### src/rtl/cache_axi_arbiter.sv
// cache_axi_arbiter: shares one AXI master between icache reads and dcache reads/writes,
// round-robin read grant, independent write FSM, dcache reads held off lines still being written.
module cache_axi_arbiter #(
  parameter int LINE_WORDS = 4,
  parameter int ADDR_W     = 32
) (
  input  logic                     clk,
  input  logic                     reset,
  input  logic                     inst_rd_req,
  input  logic [2:0]               inst_rd_type,
  input  logic [ADDR_W-1:0]        inst_rd_addr,
  output logic                     inst_rd_rdy,
  output logic                     inst_ret_valid,
  output logic                     inst_ret_last,
  input  logic                     data_rd_req,
  input  logic [2:0]               data_rd_type,
  input  logic [ADDR_W-1:0]        data_rd_addr,
  output logic                     data_rd_rdy,
  output logic                     data_ret_valid,
  output logic                     data_ret_last,
  output logic [31:0]              ret_data,
  input  logic                     data_wr_req,
  input  logic [2:0]               data_wr_type,
  input  logic [ADDR_W-1:0]        data_wr_addr,
  input  logic [3:0]               data_wr_wstrb,
  input  logic [32*LINE_WORDS-1:0] data_wr_data,
  output logic                     data_wr_rdy,
  output logic [3:0]               arid,
  output logic [ADDR_W-1:0]        araddr,
  output logic [7:0]               arlen,
  output logic [2:0]               arsize,
  output logic                     arvalid,
  input  logic                     arready,
  input  logic [3:0]               rid,
  input  logic [31:0]              rdata,
  input  logic                     rlast,
  input  logic                     rvalid,
  output logic                     rready,
  output logic [ADDR_W-1:0]        awaddr,
  output logic [7:0]               awlen,
  output logic [2:0]               awsize,
  output logic                     awvalid,
  input  logic                     awready,
  output logic [31:0]              wdata,
  output logic [3:0]               wstrb,
  output logic                     wlast,
  output logic                     wvalid,
  input  logic                     wready,
  input  logic                     bvalid,
  output logic                     bready
);
  localparam int BW = LINE_WORDS > 1 ? $clog2(LINE_WORDS) : 1;
  typedef enum logic [1:0] {R_IDLE, R_AR, R_DATA} r_state_e;
  typedef enum logic [1:0] {W_IDLE, W_AW, W_DATA, W_RESP} w_state_e;
  function automatic logic [10:0] xfer(input logic [2:0] t);
    xfer = t == 3'b100 ? {8'(LINE_WORDS - 1), 3'd2} : {8'd0, 1'b0, t[1:0]};
  endfunction
  r_state_e                r_q, r_d;
  w_state_e                w_q, w_d;
  logic                    prio_q, prio_d, owner_q, owner_d;
  logic [ADDR_W-1:0]       raddr_q, raddr_d, waddr_q, waddr_d;
  logic [7:0]              rlen_q, rlen_d, wlen_q, wlen_d;
  logic [2:0]              rsize_q, rsize_d, wsize_q, wsize_d;
  logic [32*LINE_WORDS-1:0] wbuf_q, wbuf_d;
  logic [3:0]              wstrb_q, wstrb_d;
  logic [BW-1:0]           beat_q, beat_d;
  logic                    wr_acc, raw, gnt_data, rd_acc, unused_ok;
  assign unused_ok = ^rid;
  assign data_wr_rdy = !reset && w_q == W_IDLE;
  assign wr_acc = data_wr_req && data_wr_rdy;
  // A refill must not overtake a writeback of the same line, including one accepted this cycle.
  assign raw = (w_q != W_IDLE && data_rd_addr[ADDR_W-1:4] == waddr_q[ADDR_W-1:4]) ||
               (wr_acc && data_rd_addr[ADDR_W-1:4] == data_wr_addr[ADDR_W-1:4]);
  assign gnt_data = data_rd_req && !raw && (!inst_rd_req || prio_q);
  assign inst_rd_rdy = !reset && r_q == R_IDLE && inst_rd_req && !gnt_data;
  assign data_rd_rdy = !reset && r_q == R_IDLE && gnt_data;
  assign rd_acc = inst_rd_rdy || data_rd_rdy;
  assign arid = {3'b0, owner_q};
  assign araddr = raddr_q;
  assign arlen = rlen_q;
  assign arsize = rsize_q;
  assign arvalid = r_q == R_AR;
  assign rready = r_q == R_DATA;
  assign inst_ret_valid = rready && rvalid && !owner_q;
  assign data_ret_valid = rready && rvalid && owner_q;
  assign inst_ret_last = inst_ret_valid && rlast;
  assign data_ret_last = data_ret_valid && rlast;
  assign ret_data = rdata;
  assign awaddr = waddr_q;
  assign awlen = wlen_q;
  assign awsize = wsize_q;
  assign awvalid = w_q == W_AW;
  assign wvalid = w_q == W_DATA;
  assign wdata = wbuf_q[32*beat_q +: 32];
  assign wstrb = wstrb_q;
  assign wlast = 8'(beat_q) == wlen_q;
  assign bready = w_q == W_RESP;
  always_comb begin
    r_d = r_q;
    prio_d = prio_q;
    owner_d = owner_q;
    raddr_d = raddr_q;
    {rlen_d, rsize_d} = {rlen_q, rsize_q};
    case (r_q)
      R_IDLE: if (rd_acc) begin
        r_d = R_AR;
        owner_d = data_rd_rdy;
        prio_d = !data_rd_rdy;
        raddr_d = data_rd_rdy ? data_rd_addr : inst_rd_addr;
        {rlen_d, rsize_d} = xfer(data_rd_rdy ? data_rd_type : inst_rd_type);
      end
      R_AR:    r_d = arready ? R_DATA : R_AR;
      R_DATA:  r_d = (rvalid && rlast) ? R_IDLE : R_DATA;
      default: r_d = R_IDLE;
    endcase
  end
  always_comb begin
    w_d = w_q;
    waddr_d = waddr_q;
    wbuf_d = wbuf_q;
    wstrb_d = wstrb_q;
    {wlen_d, wsize_d} = {wlen_q, wsize_q};
    beat_d = beat_q;
    case (w_q)
      W_IDLE: if (wr_acc) begin
        w_d = W_AW;
        waddr_d = data_wr_addr;
        wbuf_d = data_wr_data;
        wstrb_d = data_wr_type == 3'b100 ? 4'hf : data_wr_wstrb;
        {wlen_d, wsize_d} = xfer(data_wr_type);
        beat_d = '0;
      end
      W_AW: w_d = awready ? W_DATA : W_AW;
      W_DATA: if (wready) begin
        beat_d = beat_q + 1'b1;
        w_d = wlast ? W_RESP : W_DATA;
      end
      W_RESP:  w_d = bvalid ? W_IDLE : W_RESP;
      default: w_d = W_IDLE;
    endcase
  end
  always_ff @(posedge clk) begin
    r_q <= reset ? R_IDLE : r_d;
    w_q <= reset ? W_IDLE : w_d;
    prio_q <= reset ? 1'b1 : prio_d;
    owner_q <= owner_d;
    raddr_q <= raddr_d;
    rlen_q <= rlen_d;
    rsize_q <= rsize_d;
    waddr_q <= waddr_d;
    wbuf_q <= wbuf_d;
    wstrb_q <= wstrb_d;
    wlen_q <= wlen_d;
    wsize_q <= wsize_d;
    beat_q <= beat_d;
  end
endmodule
### config.mk
export PLATFORM = sky130hd
export DESIGN_NAME = cache_axi_arbiter
export DESIGN_NICKNAME = d
export VERILOG_FILES = /design/src/rtl/cache_axi_arbiter.sv
export SDC_FILE = /design/constraint.sdc
export NUM_CORES = 1
export LEC_CHECK = 0
export CAP_MARGIN = 5
export CORE_AREA = 3 3 176 178
export CTS_CLUSTER_DIAMETER = 60
export CTS_CLUSTER_SIZE = 20
export DETAILED_ROUTE_END_ITERATION = 12
export DIE_AREA = 0 0 179 181
export PLACE_DENSITY = 0.68
export SETUP_SLACK_MARGIN = 0.15
export SYNTH_ARGS = -nofsm -noshare
export SYNTH_HDL_FRONTEND = slang
export SYNTH_SLANG_ARGS = --single-unit
### constraint.sdc
create_clock -name clk -period 10.77 [get_ports clk]
set_input_delay 2.154 -clock clk [delete_from_list [all_inputs] [get_ports clk]]
set_output_delay 2.154 -clock clk [all_outputs]
set_load 0.1 [all_outputs]
## Yosys cells after proc, flatten, opt, wreduce, memory -nomap -nowiden

Index checks and enable logic that the tools add are counted.

- Bits in registers: 226
- Input bits: 284

- Add/subtract/negate cells: 1
- Equality and inequality tests: 13
- Shifts and indexed selects: 1
- Muxes and demuxes: 17
- Reduce and logical (&&, ||, !) cells: 33

Operators with widths:

| operator | number |
|---|---|
| 128-bit by 8-bit indexed part select with 32-bit output | 1 |
| 28-bit equality test | 2 |
| 32-bit 2-to-1 mux | 1 |
| 2-bit 2-to-1 mux | 9 |
| 1-bit logical AND | 16 |
| 5-bit 2-to-1 mux | 2 |
| 2-bit by 8-bit equality test with 1-bit output | 1 |
| 2-bit case mux with 4 select lines | 1 |
| 2-bit equality test, second input constant | 3 |
| 3-bit equality test, second input constant | 2 |
| 1-bit logical NOT | 6 |
| 2-bit case mux with 3 select lines | 1 |
| 2-bit AND reduction | 3 |
| 2-bit by 1-bit equality test with 1-bit output, second input constant | 2 |
| 2-bit logical NOT | 2 |
| 2-bit != test, second input constant | 2 |
| 2-bit case mux with 2 select lines | 1 |
| 2-bit nonzero test | 2 |
| 1-bit logical OR | 3 |
| 3-bit 2-to-1 mux | 1 |
| 3-bit AND reduction | 1 |
| 2-bit by 1-bit adder with 2-bit output, second input constant | 1 |
| 2-bit by 1-bit != test with 1-bit output, second input constant | 1 |
| 1-bit 2-to-1 mux | 1 |

## Longest topological paths before layout

- Depth after elaboration: 13
- Depth in mapped cells: 7
- Mapped depth without buffers: 6

## Worst setup path before layout

OpenSTA, ideal clock, no wires.

- Path type: input -> output
- From: in reset
- To: out inst_rd_rdy
- Arrival time: 6905 ps
- Required time: 8616 ps
- Slack: 1711 ps
- Stages: 6
- Path buffers: 1
- Path through: clkbuf_1 nor3_1 nand4_1 nor4_4 nor2_1 a21oi_1

- Word-level cells in the longest chain between the ends: 10
- Elaborated cells on any way between the ends: 12

RTL lines:

| item | line | source |
|---|---|---|
| start, declared | 8 | `input logic reset,` |
| 1-bit logical NOT | 69 | `assign data_wr_rdy = !reset && w_q == W_IDLE;` |
| 1-bit logical AND | 69 |  |
| named net data_wr_rdy | 27 | `output logic data_wr_rdy,` |
| 1-bit logical AND | 70 | `assign wr_acc = data_wr_req && data_wr_rdy;` |
| 1-bit logical AND | 73 | `(wr_acc && data_rd_addr[ADDR_W-1:4] == data_wr_addr[ADDR_W-1:4]);` |
| 1-bit logical OR | 72 | `assign raw = (w_q != W_IDLE && data_rd_addr[ADDR_W-1:4] == waddr_q[ADDR_W-1:4]) \|\|` |
| 1-bit logical NOT | 74 | `assign gnt_data = data_rd_req && !raw && (!inst_rd_req \|\| prio_q);` |
| 1-bit logical AND (2 in a row) | 74 |  |
| 1-bit logical NOT | 75 | `assign inst_rd_rdy = !reset && r_q == R_IDLE && inst_rd_req && !gnt_data;` |
| 1-bit logical AND | 75 |  |
| end, declared | 12 | `output logic inst_rd_rdy,` |

The timed path passes the listed nets, and every way through them passes these cells.

## Worst setup path in the final report

- From: in data_rd_addr[27]
- To: out inst_rd_rdy

- Word-level cells in the longest chain between the ends: 8
- Elaborated cells on any way between the ends: 10

RTL lines:

| item | line | source |
|---|---|---|
| start, declared | 17 | `input logic [ADDR_W-1:0] data_rd_addr,` |
| 28-bit equality test (on tied branches) | 72, 73 |  |
| 1-bit logical AND (on tied branches) | 72, 73 |  |
| 1-bit logical OR * | 72 |  |
| 1-bit logical NOT * | 74 |  |
| 1-bit logical AND * (2 in a row) | 74 |  |
| 1-bit logical NOT * | 75 |  |
| 1-bit logical AND * | 75 |  |

Mark *: on every way between the ends. The rest lies on a longest branch, timed or not.

==> metrics.txt <==
port bufs=369; commonest non-fill, non-tap cells in the layout=clkdlybuf4s50_1 (369), edfxtp_1 (205), xor2_1 (43); detailed-placement wirelength estimate=19.4 mm; die area=32400 µm²; Synth Area in Simple Gates=3.77%; Worst-Margin Slew=around 1.1 ns; initial antenna violation count=0; Crit path max-delay family=buffers and inverters; met1 Resource Use GR=18.4%; Lkg Pwr=4.62 nW; min Tclk post-route=7.75 ns; worst relative slew slack=28.1%; Iteration-0 DRC Markers=263; post-CTS setup buffer count=0; # fillers=2597; mapped cell area=8920 µm²; Total GRT Usage=15.1%; worst-skew pair later-pin latency=0.51 ns; DRC errors left=0; Crit path largest cell delay=1.17 ns; Placer Congestion=0.783; Via density=about 4.3; layout net count=1112; final core utilization=45.5%; total gr overflow=0; root buffer cell=clkbuf_16; final max-slew violation count=0; clock sinks=210; share of layout cells above drive strength 1=13.3%; HP Start=prio_q$_SDFFE_PP1P_; TritonRoute pass-1 iters=4; vias in the first global route=5847; worst path cell trace=clkdlybuf4s50_1 > xor2_1 > nor4_1 > nand4_1 > o41ai_2 > nor2_1 > a21oi_1 > clkdlybuf4s50_1; slowest CP cell=clkdlybuf4s50_1; Final Cycle Share=71.9%; Synth Area in XOR/XNOR=5.60%; post-synthesis mux area share=13.9%; number of max-cap violations=0; Rows=63; post-DR wirelength/cell=around 21 µm; clock-pin slew on the worst setup and hold paths=roughly 0.06 ns; Worst Path Buf+Inv=2; cts bufs inserted=20; # setup viols final=0; clock buffer depth=3; synthesized area per cell=around 19 µm²; pin count of the biggest net entering global routing=97; placed cell count=1196; GR Util met2=between 20% and 30%; Initial Utilization=30.2%; Hold WS=0.523 ns; Cells after Synth=just under 500; predominant post-synthesis flop cell=edfxtp_1; Die Y=181 µm; Max Fclk=129 MHz; r2r startpoint=awaddr[27]$_DFFE_PP_; Layout Cells excl Fill=about 1200; Top Usage Layer GRT=met2; sequential fraction of the synthesis area=between 70% and 80%; first-pass GRT wire length=36.5 mm; flops & latches, synth=210; Post-synth EDFFs=205; Layout area overhead=50.6%; Worst Skew=roughly 0.026 ns; # IOs=455; Core Box Area=29600 µm²; CTS resizes=0; peak supply drop=0.0913 mV; GR Util met3=5.17%; Data arrival, critical path=5.59 ns; CTS tree=done; hold_buf cts=0; DRT antenna net count=0; DR vias=roughly 5400; CP Max Fanout=4; Fin Setup TNS=0 ns; crit path launch=data_rd_addr[27]; largest family of logic cells by synthesized area=multiplexers; Die X=179 µm; RSZ-0062 raised after global routing=no; Distinct cells, synth=37; commonest non-fill, non-tap cell in the layout=clkdlybuf4s50_1; post-synthesis compound-gate area fraction=1.07%; Warnings, synthesis=0; H-tree levels=1; Synth async-reset ratio=0%; min-delay worst type=register to register; WL final=25.3 mm; Power per Cell Area=about 170 nW/µm²; critical path class=input port to output pin; Antenna Cells=0; adder-cell share of the synthesized area=0%; Req. time, crit path=between 8 and 9 ns; final count of hold timing violations=0; Worst setup EP type=output pin; CP startpoint kind=input port; most used cell, CP=clkdlybuf4s50_1; status=finished, final reports clean
-- final cells by class --
class                           count  area, µm²  share of cell area [%]
Clock buffer                       24        557                    4.14
Clock inverter                     11        144                    1.07
Inverter                            8       35.0                   0.261
Multi-Input combinational cell    215       2230                    16.6
Sequential cell                   210       6260                    46.6
Tap cell                          390        488                    3.63
Timing Repair Buffer              373       3720                    27.7
-- kinds of logic after synthesis --
kind of cell	after synthesis
AOI/OAI and AO/OA	13
muxes	68
and+or+nand+nor	60
buffers and inverters	73
other	1
DFF	210
xor gates and xnor gates	57
-- through the flow --
step / instance area [µm²] / total power [W] / setup slack, ns
6_report: 13400 / 0.00224 / 3.02
3_3_place_gp: 12700 / 0.00150 / 3.01
3_5_place_dp: 12700 / 0.00151 / 2.99
4_1_cts: 13400 / 0.00227 / 2.95
5_1_grt: 13400 / 0.00232 / 2.72
2_1_floorplan: 8980 / 0.00139 / 1.71
-- report_power, final --
part           internal (W)  total (W)  leakage [nW]  switching, W
Clock              0.000427   0.000749         0.342      0.000322
Sequential         0.000949   0.000966          1.94     0.0000169
Combinational      0.000176   0.000520          2.33      0.000344
Total               0.00155    0.00224          4.62      0.000682
-- per-layer routing --
metal	part of all wire (%)	up-vias	wire length, µm
met3	9.9	30	2510
li1	-	2481	-
met2	49	252	12500
met4	1.7	0	432
met1	39	2590	9830
met5	0	-	0
-- synthesized netlist by cell type (2+ instances only) --
library cell | instances | area [µm²]
a211oi_1 | 2 | 15.0
a21oi_1 | 5 | 25.0
buf_1 | 2 | 7.51
buf_2 | 2 | 10.0
buf_4 | 52 | 390
buf_6 | 3 | 33.8
clkbuf_1 | 6 | 22.5
dfxtp_1 | 5 | 100
edfxtp_1 | 205 | 6160
inv_1 | 8 | 30.0
mux2_2 | 6 | 67.6
mux2_4 | 27 | 405
mux2i_1 | 2 | 20.0
mux4_2 | 33 | 743
nand2_1 | 11 | 41.3
nand2b_1 | 3 | 18.8
nand3_1 | 2 | 10.0
nand4_1 | 5 | 31.3
nor2_1 | 13 | 48.8
nor2b_1 | 3 | 18.8
nor3_1 | 3 | 15.0
nor3b_1 | 2 | 15.0
nor4_1 | 10 | 62.6
or2_2 | 4 | 25.0
xnor2_1 | 14 | 123
xor2_1 | 43 | 377
-- registers in the layout (all words and copies together) (netlist names) --
signal,count
araddr,32
wstrb,4
arsize,2
owner_q,1
beat_q,2
w_q,2
awaddr,32
awsize,2
prio_q,1
awlen,1
r_q,2
wbuf_q,128
arlen,1
-- worst paths after layout --
| kind | endpoint | slack, ns | depth (start not counted) |
|---|---|---|---|
| worst max-delay path | inst_rd_rdy | 3.02 | 8 |
| worst min-delay path | prio_q$_SDFFE_PP1P_ | 0.52 | 1 |
| worst max register to register | araddr[22]$_DFFE_PP_ | 7.77 | 6 |
| worst min register to register | prio_q$_SDFFE_PP1P_ | 0.52 | 1 |
Power figures use the tool's default switching activity.
